$ cat config.mk
export PLATFORM = sky130hd
export DESIGN_NAME = fetch_decode_stage
export DESIGN_NICKNAME = d
export VERILOG_FILES = /design/src/rtl/fetch_decode_stage.sv
export SDC_FILE = /design/constraint.sdc
export NUM_CORES = 1
export LEC_CHECK = 0
export BUFFER_PORTS_ARGS = -buffer_cell sky130_fd_sc_hd__buf_2
export CAP_MARGIN = 10
export CORE_ASPECT_RATIO = 0.75
export CORE_MARGIN = 5
export CORE_UTILIZATION = 44
export DETAILED_ROUTE_END_ITERATION = 10
export PLACE_DENSITY_LB_ADDON = 0.3
export SLEW_MARGIN = 20
export SYNTH_ARGS = -nofsm -noshare
export SYNTH_HDL_FRONTEND = slang
export SYNTH_SLANG_ARGS = --single-unit
$ cat constraint.sdc
create_clock -name clk -period 1.9 [get_ports clk]
set_clock_uncertainty 0.1 [all_clocks]
set_input_delay 0.19 -clock clk [delete_from_list [all_inputs] [get_ports clk]]
set_output_delay 0.19 -clock clk [all_outputs]
set_load 0.01 [all_outputs]
$ cat src/rtl/fetch_decode_stage.sv
// fetch_decode_stage: IF stage with IF/ID register, B/BL redirect in ID and stall support.
module fetch_decode_stage #(
    parameter int          PC_W  = 8,
    parameter logic [31:0] NOP   = 32'h00000000,
    parameter int          CNT_W = 16
) (
    input  logic             clk,
    input  logic             reset,
    input  logic             stall,
    input  logic             cond_true,
    input  logic [31:0]      imem_data,
    output logic [PC_W-1:0]  imem_addr,
    output logic [31:0]      id_instr,
    output logic [PC_W-1:0]  id_pc,
    output logic             id_valid,
    output logic             branch_taken,
    output logic [PC_W-1:0]  branch_target,
    output logic [CNT_W-1:0] fetch_count
);
    logic [PC_W-1:0] pc;
    logic [31:0]     offset;
    logic            is_branch;

    assign imem_addr = pc;

    always_comb begin
        offset        = {{6{id_instr[23]}}, id_instr[23:0], 2'b00};
        is_branch     = id_valid && (id_instr[27:25] == 3'b101);
        branch_taken  = is_branch && cond_true && !stall;
        branch_target = id_pc + PC_W'(8) + offset[PC_W-1:0];
    end

    // Taken branch squashes the wrong-path word fetched alongside it.
    always_ff @(posedge clk) begin
        if (reset) begin
            pc          <= '0;
            id_instr    <= NOP;
            id_pc       <= '0;
            id_valid    <= 1'b0;
            fetch_count <= '0;
        end else if (!stall) begin
            if (branch_taken) begin
                pc       <= branch_target;
                id_instr <= NOP;
                id_pc    <= '0;
                id_valid <= 1'b0;
            end else begin
                pc          <= pc + PC_W'(4);
                id_instr    <= imem_data;
                id_pc       <= pc;
                id_valid    <= 1'b1;
                fetch_count <= fetch_count + CNT_W'(1);
            end
        end
    end
endmodule

==> impl_metrics.tcl, run 1 <==
set metrics [dict create \
    clock_sinks 65 \
    reg2reg_depth 13 \
    layout_common_cells "buf_2 (108), dfxtp_1 (60), a21oi_1 (53), nand2_1 (49), nand3_1 (44)" \
    min_delay_path_depth 3 \
    total_power_w 0.00317 \
    status "finished with violations" \
    ys_seq_area_frac 0.452 \
    synth.distinct_cells 42 \
    cts_root_buf "clkbuf_8" \
    p_seq_frac 0.458 \
    routed-via-count 2980 \
    gr-total-overflow 0 \
    syn_inst 341 \
    fin_crit_sh 1.31 \
    internal_power_w 0.00240 \
    grt_first_pass_wirelength_um 13400 \
    htree_levels 3 \
    yosys_warnings 0 \
    grt_max_degree 33 \
    cts_buffers 9 \
    leakage_nw 1.90 \
    area_growth_syn_to_layout_pct 41.8 \
    placement.cell_area_um2 3600 \
    finalSetupViolations 7 \
    crit_path_max_fanout 2 \
    wl_per_cell_um 15.2 \
    hp-class "in -> reg" \
    grt.total_usage 0.207 \
    ioPinCount 110 \
    maxCapViolCount 0 \
    syn-cell-area_um2 2880 \
    design.core.area_um2 6320 \
    fin_area_um2 4080 \
    vdd_drop_max_mv 0.489 \
    wirelength_um 8530 \
    final_common_cell "buf_2" \
    post-route-worst-setup-slack_ps -588 \
    max_freq_mhz 402 \
    p_switching_w 0.000768 \
    p_clk_frac 0.423 \
    timing.final.crit_period_ps 2490 \
    hold_viol 0 \
    arrival_ps 2200 \
    rsz0062_at_grt "true" \
    relSlewSlack 0.723 \
    portBuffers 109 \
    dieHeight_um 80.0 \
    crit_path_start_kind "register" \
    postLayoutCoreUtil 0.646 \
    worst_pin_slew_ps 415 \
    gp_congestion 0.787 \
    slew_viol_final 0 \
    cp.required_ps 1610 \
    violations "setup timing" \
    whs_ps 11.8 \
    cts.clk_slew.worst_paths_ps 80 \
    final.fill_count 552 \
    fin_nets 523 \
    hpwl_um 5800 \
    drc 0 \
    die_x_um 103 \
    ys_ff_latch 65 \
    antennaDiodeCount 0 \
    drt-initial-drc-count 125 \
    placed_cells 529 \
    tritoncts "built" \
    firstDrtPassIters 4 \
    grt_antenna_before_repair 0 \
    clk_path_buf_depth 2 \
    grt_pass1_vias 2830 \
    fp-row-count 25 \
    synth_fp_nets 389 \
    ant_nets 0 \
    start_util 0.455 \
    path_class "reg -> out" \
    power_switching_share 0.242 \
    synth_area_per_cell_um2 8.44 \
    stdcell_count 561 \
    die_area_um2 8270 \
    power.density_nw_per_um2 776 \
    drive_above_1_share 0.383 \
    via_per_inst 5.31 \
    clock_latency_ps 340 \
    comb_power_share 0.118 \
    crit_path_end_kind "output pin" \
]
-- kinds of logic (layout without fill, tap and decap cells) --
| kind of cell | after synthesis | after routing | synth area share |
|---|---|---|---|
| muxes | 4 | 4 | 0.0143 |
| adders and majority gates | 12 | 12 | 0.0548 |
| DFF | 65 | 65 | 0.452 |
| AOI/OAI and AO/OA | 82 | 82 | 0.161 |
| and+or+nand+nor | 133 | 133 | 0.232 |
| xor gates and xnor gates | 11 | 11 | 0.0335 |
| buffers and inverters | 34 | 173 | 0.0522 |
-- registers in the layout, indices dropped and copies added (netlist names) --
name	count
id_pc	8
fetch_count	16
imem_addr	8
id_instr	32
id_valid	1
-- Yosys cell counts, drive strengths merged --
master	instances	area, µm²
a221oi	1	8.76
o211ai	3	22.5
fa	1	20.0
nand4bb	1	11.3
nand3	44	220
a311oi	1	8.76
mux2i	3	30.0
nand4	3	25.0
and3b	1	8.76
o311a	1	10.0
nor2	11	43.8
a211oi	2	15.0
nand2b	1	6.26
nand4b	3	26.3
mux2	1	11.3
xnor2	5	43.8
or4	8	60.1
nand2	49	184
xor2	6	52.6
ha	11	138
a21o	2	15.0
nor2b	3	18.8
o21ai	9	48.8
and4b	2	20.0
and4	1	8.76
buf	16	82.6
clkbuf	8	30.0
nor3	3	15.0
or3	2	12.5
dfxtp	65	1300
a21oi	55	275
inv	10	37.5
nor4	1	6.26
o31ai	8	60.1
-- path summary, 6_finish.rpt --
path / startpoint / endpoint / slack [ps]
setup / recovery: id_pc[3] / branch_target[5] / -590
hold / removal: imem_data[24] / id_instr[24] / 10
setup reg to reg: id_pc[3] / imem_addr[5] / -430
hold reg to reg: id_instr[31] / id_instr[31] / 360
-- final cells by class --
class | instances | area [µm²] | area share
multi-input combinational | 242 | 1530 | 0.374
timing repair buffer | 147 | 876 | 0.215
clock inverter | 4 | 75.1 | 0.0184
clock buffer | 12 | 155 | 0.0380
sequential | 65 | 1310 | 0.320
inverter | 10 | 40.0 | 0.00981
tap | 81 | 101 | 0.0248
-- per-stage QoR --
stage / setup slack, ps / TNS, ps
6_report: -588 / -2900
4_1_cts: -562 / -2390
3_5_place_dp: -243 / -455
3_3_place_gp: -217 / -342
5_1_grt: -685 / -3480
2_1_floorplan: -115 / -223
-- metal layers --
| layer | vias to the layer above | global-route usage | part of all wire |
|---|---|---|---|
| li1 | 1475 | - | - |
| met1 | 1415 | 0.263 | 0.45 |
| met2 | 84 | 0.333 | 0.47 |
| met3 | 6 | 0.0751 | 0.078 |
| met4 | 0 | 0.0517 | 0.0076 |
| met5 | - | 0 | 0 |
-- power groups by stage --
stage	registers (W)	logic, W	clock network [W]
6_report	0.00145	0.000374	0.00134
2_1_floorplan	0.00150	0.000153	0
4_1_cts	0.00145	0.000367	0.00137
3_3_place_gp	0.00148	0.000322	0
3_5_place_dp	0.00148	0.000328	0
5_1_grt	0.00146	0.000412	0.00144
-- critical path, cell delays in order, from the launching register on --
cell	delay, ps
dfxtp_2	340
inv_2	50
ha_4	260
inv_4	30
ha_4	150
fa_2	340
buf_4	140
buf_6	110
buf_6	110
xor2_2	160
buf_2	180
-- repair_timing --
item,in CTS,in global routing
pin swaps,8,5
endpoints found under the hold margin,3,0
setup endpoints to repair,5,10
setup buffers,10,5
hold buffers,3,0
gates resized for setup,21,5
(Power assumes the default switching activity.)
==> run 2, diff against run 1 <==
--- a/config.mk
+++ b/config.mk
@@ -11,7 +11,7 @@
 export CORE_MARGIN = 5
 export CORE_UTILIZATION = 44
 export DETAILED_ROUTE_END_ITERATION = 10
-export PLACE_DENSITY_LB_ADDON = 0.3
+export PLACE_DENSITY_LB_ADDON = 0.15
 export SLEW_MARGIN = 20
 export SYNTH_ARGS = -nofsm -noshare
 export SYNTH_HDL_FRONTEND = slang
==> impl_metrics.tcl, run 2 (synthesized netlist as in run 1, its figures left out) <==
set metrics [dict create \
    gr-total-overflow 0 \
    top_regs "id_instr: 32 flops, fetch_count: 16 flops" \
    grt_max_degree 38 \
    r2r-end "imem_addr[5]" \
    comb_power_share 0.124 \
    min_to "id_instr[20]" \
    clock_sinks 65 \
    die_x_um 103 \
    reg2reg_depth 12 \
    maxCapViolCount 0 \
    area_growth_syn_to_layout_pct 40.2 \
    drt-initial-drc-count 115 \
    vdd_drop_max_mv 0.406 \
    crit_path_start_kind "register" \
    path_class "reg -> out" \
    cts_root_buf "clkbuf_8" \
    grt_first_pass_wirelength_um 13100 \
    largest_reg_flops 32 \
    cp.required_ps 1610 \
    portBuffers 109 \
    gp_congestion 0.775 \
    arrival_ps 2130 \
    start_util 0.455 \
    hold_start "imem_data[20]" \
    cp_top_family "adder cells" \
    hp-class "in -> reg" \
    grt_pass1_vias 2832 \
    cpPeakStageDelay_ps 340 \
    final.fill_count 578 \
    design.core.area_um2 6320 \
    whs_ps 13.7 \
    min_delay_path_depth 3 \
    rsz0062_at_grt "true" \
    postLayoutCoreUtil 0.639 \
    cts.clk_slew.worst_paths_ps 80 \
    post-route-worst-setup-slack_ps -517 \
    max_freq_mhz 414 \
    fp-row-count 25 \
    drive_above_1_share 0.386 \
    grt.total_usage 0.201 \
    regArea_um2 1310 \
    cts_buffers 9 \
    finalSetupViolations 8 \
    clock_latency_ps 340 \
    p_clk_frac 0.396 \
    power_switching_share 0.261 \
    antennaDiodeCount 0 \
    worst_pin_slew_ps 429 \
    internal_power_w 0.00223 \
    p_switching_w 0.000789 \
    reg2reg_slack_ps -300 \
    relSlewSlack 0.712 \
    wirelength_um 8220 \
    power.density_nw_per_um2 749 \
    crit_path_end_kind "output pin" \
    routed-via-count 2901 \
    grt_antenna_before_repair 0 \
    fin_area_um2 4040 \
    multiInputGateArea_um2 1550 \
    total_power_w 0.00302 \
    violations "setup timing" \
    tns_ps -2120 \
    final_common_cell "buf_2" \
    slew_viol_final 0 \
    r2r_start "id_pc[3]" \
    leakage_nw 1.86 \
    p_seq_frac 0.480 \
    cp_num_buf_inv 4 \
    via_per_inst 5.23 \
    crit_chain "inv_2 -> ha_4 -> inv_2 -> ha_4 -> fa_2 -> a21o_1 -> a21oi_2 -> xnor2_2 -> inv_1 -> buf_6" \
    ioPinCount 110 \
    wl_per_cell_um 14.8 \
    ant_nets 0 \
    fin_crit_sh 1.27 \
    hpwl_um 5790 \
    clk_path_buf_depth 2 \
    firstDrtPassIters 4 \
    htree_levels 3 \
    fin_nets 517 \
    dieHeight_um 80.0 \
    status "finished with violations" \
    layout_common_cells "buf_2 (106), dfxtp_1 (59), a21oi_1 (53), nand2_1 (49), nand3_1 (44)" \
    crit_path_max_fanout 2 \
    timing.final.crit_period_ps 2420 \
    placement.cell_area_um2 3620 \
    largest_register "id_instr" \
    drc 0 \
    hold_viol 0 \
    die_area_um2 8270 \
    tritoncts "built" \
    slowest_stage "dfxtp_2" \
]
==> run 2: layer usage <==
metal / up-vias / routed length [µm] / GRT usage
li1: 1464 / - / -
met1: 1355 / 3730 / 0.245
met2: 71 / 3810 / 0.335
met3: 11 / 595 / 0.0751
met4: 0 / 90 / 0.0440
met5: - / 0 / 0
==> run 2: final cells by class <==
cell class                      count  area share
Clock buffer                       10      0.0341
Clock inverter                      6      0.0164
Inverter                           10     0.00930
Multi-Input combinational cell    242       0.384
Sequential cell                    65       0.325
Tap cell                           81      0.0251
Timing Repair Buffer              141       0.206
==> run 2: power groups by stage <==
stage	clock (W)	sequential [W]	combinational (W)
2_1_floorplan	0	0.00150	0.000153
3_3_place_gp	0	0.00148	0.000324
3_5_place_dp	0	0.00148	0.000330
4_1_cts	0.00122	0.00145	0.000364
5_1_grt	0.00128	0.00146	0.000415
6_report	0.00120	0.00145	0.000375
==> run 2: tightest hold or removal path, stage by stage <==
cell	delay [ps]
buf_2	90
nand3_1	70
a21oi_1	60
==> run 2: repair_timing <==
item                                   CTS  global route
setup buffers                            5             4
endpoints found under the hold margin    1             0
gates resized for setup                 18             9
setup endpoints to repair                7             9
hold buffers                             1             0
gates cloned                             0             0
pin swaps                               10             6
==> run 2: worst max path at each step <==
| stage | end | cells past startpoint | from |
|---|---|---|---|
| after floorplan | branch_target[7] | 9 | id_instr[1] |
| after global placement | branch_target[7] | 10 | id_instr[1] |
| after detailed placement | branch_target[7] | 10 | id_pc[3] |
| after CTS | branch_target[7] | 10 | id_pc[3] |
| after global routing | branch_target[7] | 10 | id_pc[3] |
| final | branch_target[7] | 10 | id_pc[3] |
==> run 2: through the flow <==
step / instances / worst slack [ps]
after floorplan: 341 / -115
after global placement: 531 / -192
after detailed placement: 531 / -253
after CTS: 553 / -579
after global routing: 555 / -589
final: 555 / -517
==> run 3, diff against run 2 <==
--- a/config.mk
+++ b/config.mk
@@ -12,6 +12,7 @@
 export CORE_UTILIZATION = 44
 export DETAILED_ROUTE_END_ITERATION = 10
 export PLACE_DENSITY_LB_ADDON = 0.15
+export SKIP_CTS_REPAIR_TIMING = 1
 export SLEW_MARGIN = 20
 export SYNTH_ARGS = -nofsm -noshare
 export SYNTH_HDL_FRONTEND = slang
==> impl_metrics.tcl, run 3 (synthesized netlist as in run 1, its figures left out) <==
set metrics [dict create \
    status "finished with violations" \
    violations "setup timing" \
    hold_viol 0 \
    via_per_inst 5.23 \
    cts_root_buf "clkbuf_8" \
    crit_path_max_fanout 2 \
    grt_busiest_layer "met2" \
    wirelength_um 8070 \
    largest_reg_flops 32 \
    clk_path_buf_depth 2 \
    layout_common_cells "buf_2 (106), dfxtp_1 (62), a21oi_1 (53), nand2_1 (49), nand3_1 (44)" \
    finalSetupViolations 8 \
    fin_crit_sh 1.30 \
    final.fill_count 592 \
    power.density_nw_per_um2 760 \
    fin_nets 513 \
    drc 0 \
    arrival_ps 2180 \
    grt_first_pass_wirelength_um 12900 \
    routed-via-count 2881 \
    path_class "reg -> out" \
    grt_antenna_before_repair 0 \
    start_util 0.455 \
    firstDrtPassIters 5 \
    grtUsageMet2 0.328 \
    ant_nets 0 \
    dieHeight_um 80.0 \
    crit_path_start_kind "register" \
    gp_congestion 0.775 \
    fp-row-count 25 \
    gr-total-overflow 0 \
    antennaDiodeCount 0 \
    clock_latency_ps 340 \
    grtUsageMet3 0.0751 \
    multiInputGateArea_um2 1520 \
    worst_pin_slew_ps 426 \
    vdd_drop_max_mv 0.404 \
    grt.total_usage 0.197 \
    maxCapViolCount 0 \
    portBuffers 109 \
    top_regs "id_instr: 32 flops, fetch_count: 16 flops" \
    cts.clk_slew.worst_paths_ps 80 \
    cts_buffers 9 \
    htree_levels 3 \
    tns_ps -1850 \
    clock_sinks 65 \
    die_x_um 103 \
    crit_path_end_kind "output pin" \
    hp-class "in -> reg" \
    drive_above_1_share 0.372 \
    die_area_um2 8270 \
    slew_viol_final 0 \
    timing.final.crit_period_ps 2470 \
    design.core.area_um2 6320 \
    dp_slack_ps -253 \
    regArea_um2 1310 \
    hpwl_um 5790 \
    area_growth_syn_to_layout_pct 37.3 \
    grt_pass1_vias 2799 \
    post-route-worst-setup-slack_ps -572 \
    grt_max_degree 38 \
    final_common_cell "buf_2" \
    rsz0062_at_grt "true" \
    drt-initial-drc-count 104 \
    ioPinCount 110 \
    tritoncts "built" \
    met1_usage 0.239 \
    max_freq_mhz 405 \
    wl_per_cell_um 14.6 \
    cp.required_ps 1610 \
    largest_register "id_instr" \
    relSlewSlack 0.714 \
    leakage_nw 1.84 \
]
[run 3: where the power goes]
group	internal [W]	total, W	switching (W)
sequential	0.00141	0.00145	0.0000380
combinational	0.000166	0.000359	0.000193
clock	0.000643	0.00119	0.000551
[run 3: through the flow]
stage / hold WS [ps] / total power [W] / util / cells / area [µm²]
global placement: 346 / 0.00180 / 0.573 / 531 / 3620
CTS: -0.230 / 0.00300 / 0.605 / 547 / 3820
detailed placement: 349 / 0.00181 / 0.573 / 531 / 3620
finish: 11.5 / 0.00300 / 0.626 / 551 / 3950
floorplan: 250 / 0.00165 / - / 341 / 2890
global route: 0.482 / 0.00314 / 0.626 / 551 / 3950
[run 3: final cells by class]
cell class | count | share of cell area
clock buffer | 10 | 0.0348
clock inverter | 6 | 0.0168
inverter | 10 | 0.00950
multi-input combinational | 242 | 0.384
sequential | 65 | 0.330
tap | 81 | 0.0256
timing repair buffer | 137 | 0.199
[run 3: worst paths after layout]
check | from | endpoint | slack [ps] | cells past startpoint
worst min-delay path | imem_data[17] | id_instr[17] | 10 | 3
worst min register to register | id_instr[14] | id_instr[14] | 360 | 2
worst max register to register | id_pc[3] | imem_addr[7] | -250 | 10
worst max-delay path | id_pc[3] | branch_target[7] | -570 | 10
[run 3: per-layer routing]
metal	share of wire	wire length [µm]
met1	0.45	3610
met3	0.073	586
met2	0.47	3790
met4	0.0099	80
met5	0	0
[run 3: worst max-delay path, stage by stage (launching register included)]
cell and delay, ps:
dfxtp_2 340, inv_2 50, ha_4 250, inv_2 30
ha_4 150, fa_2 340, a21o_1 200, a21oi_2 170
xnor2_2 140, inv_1 70, buf_6 120
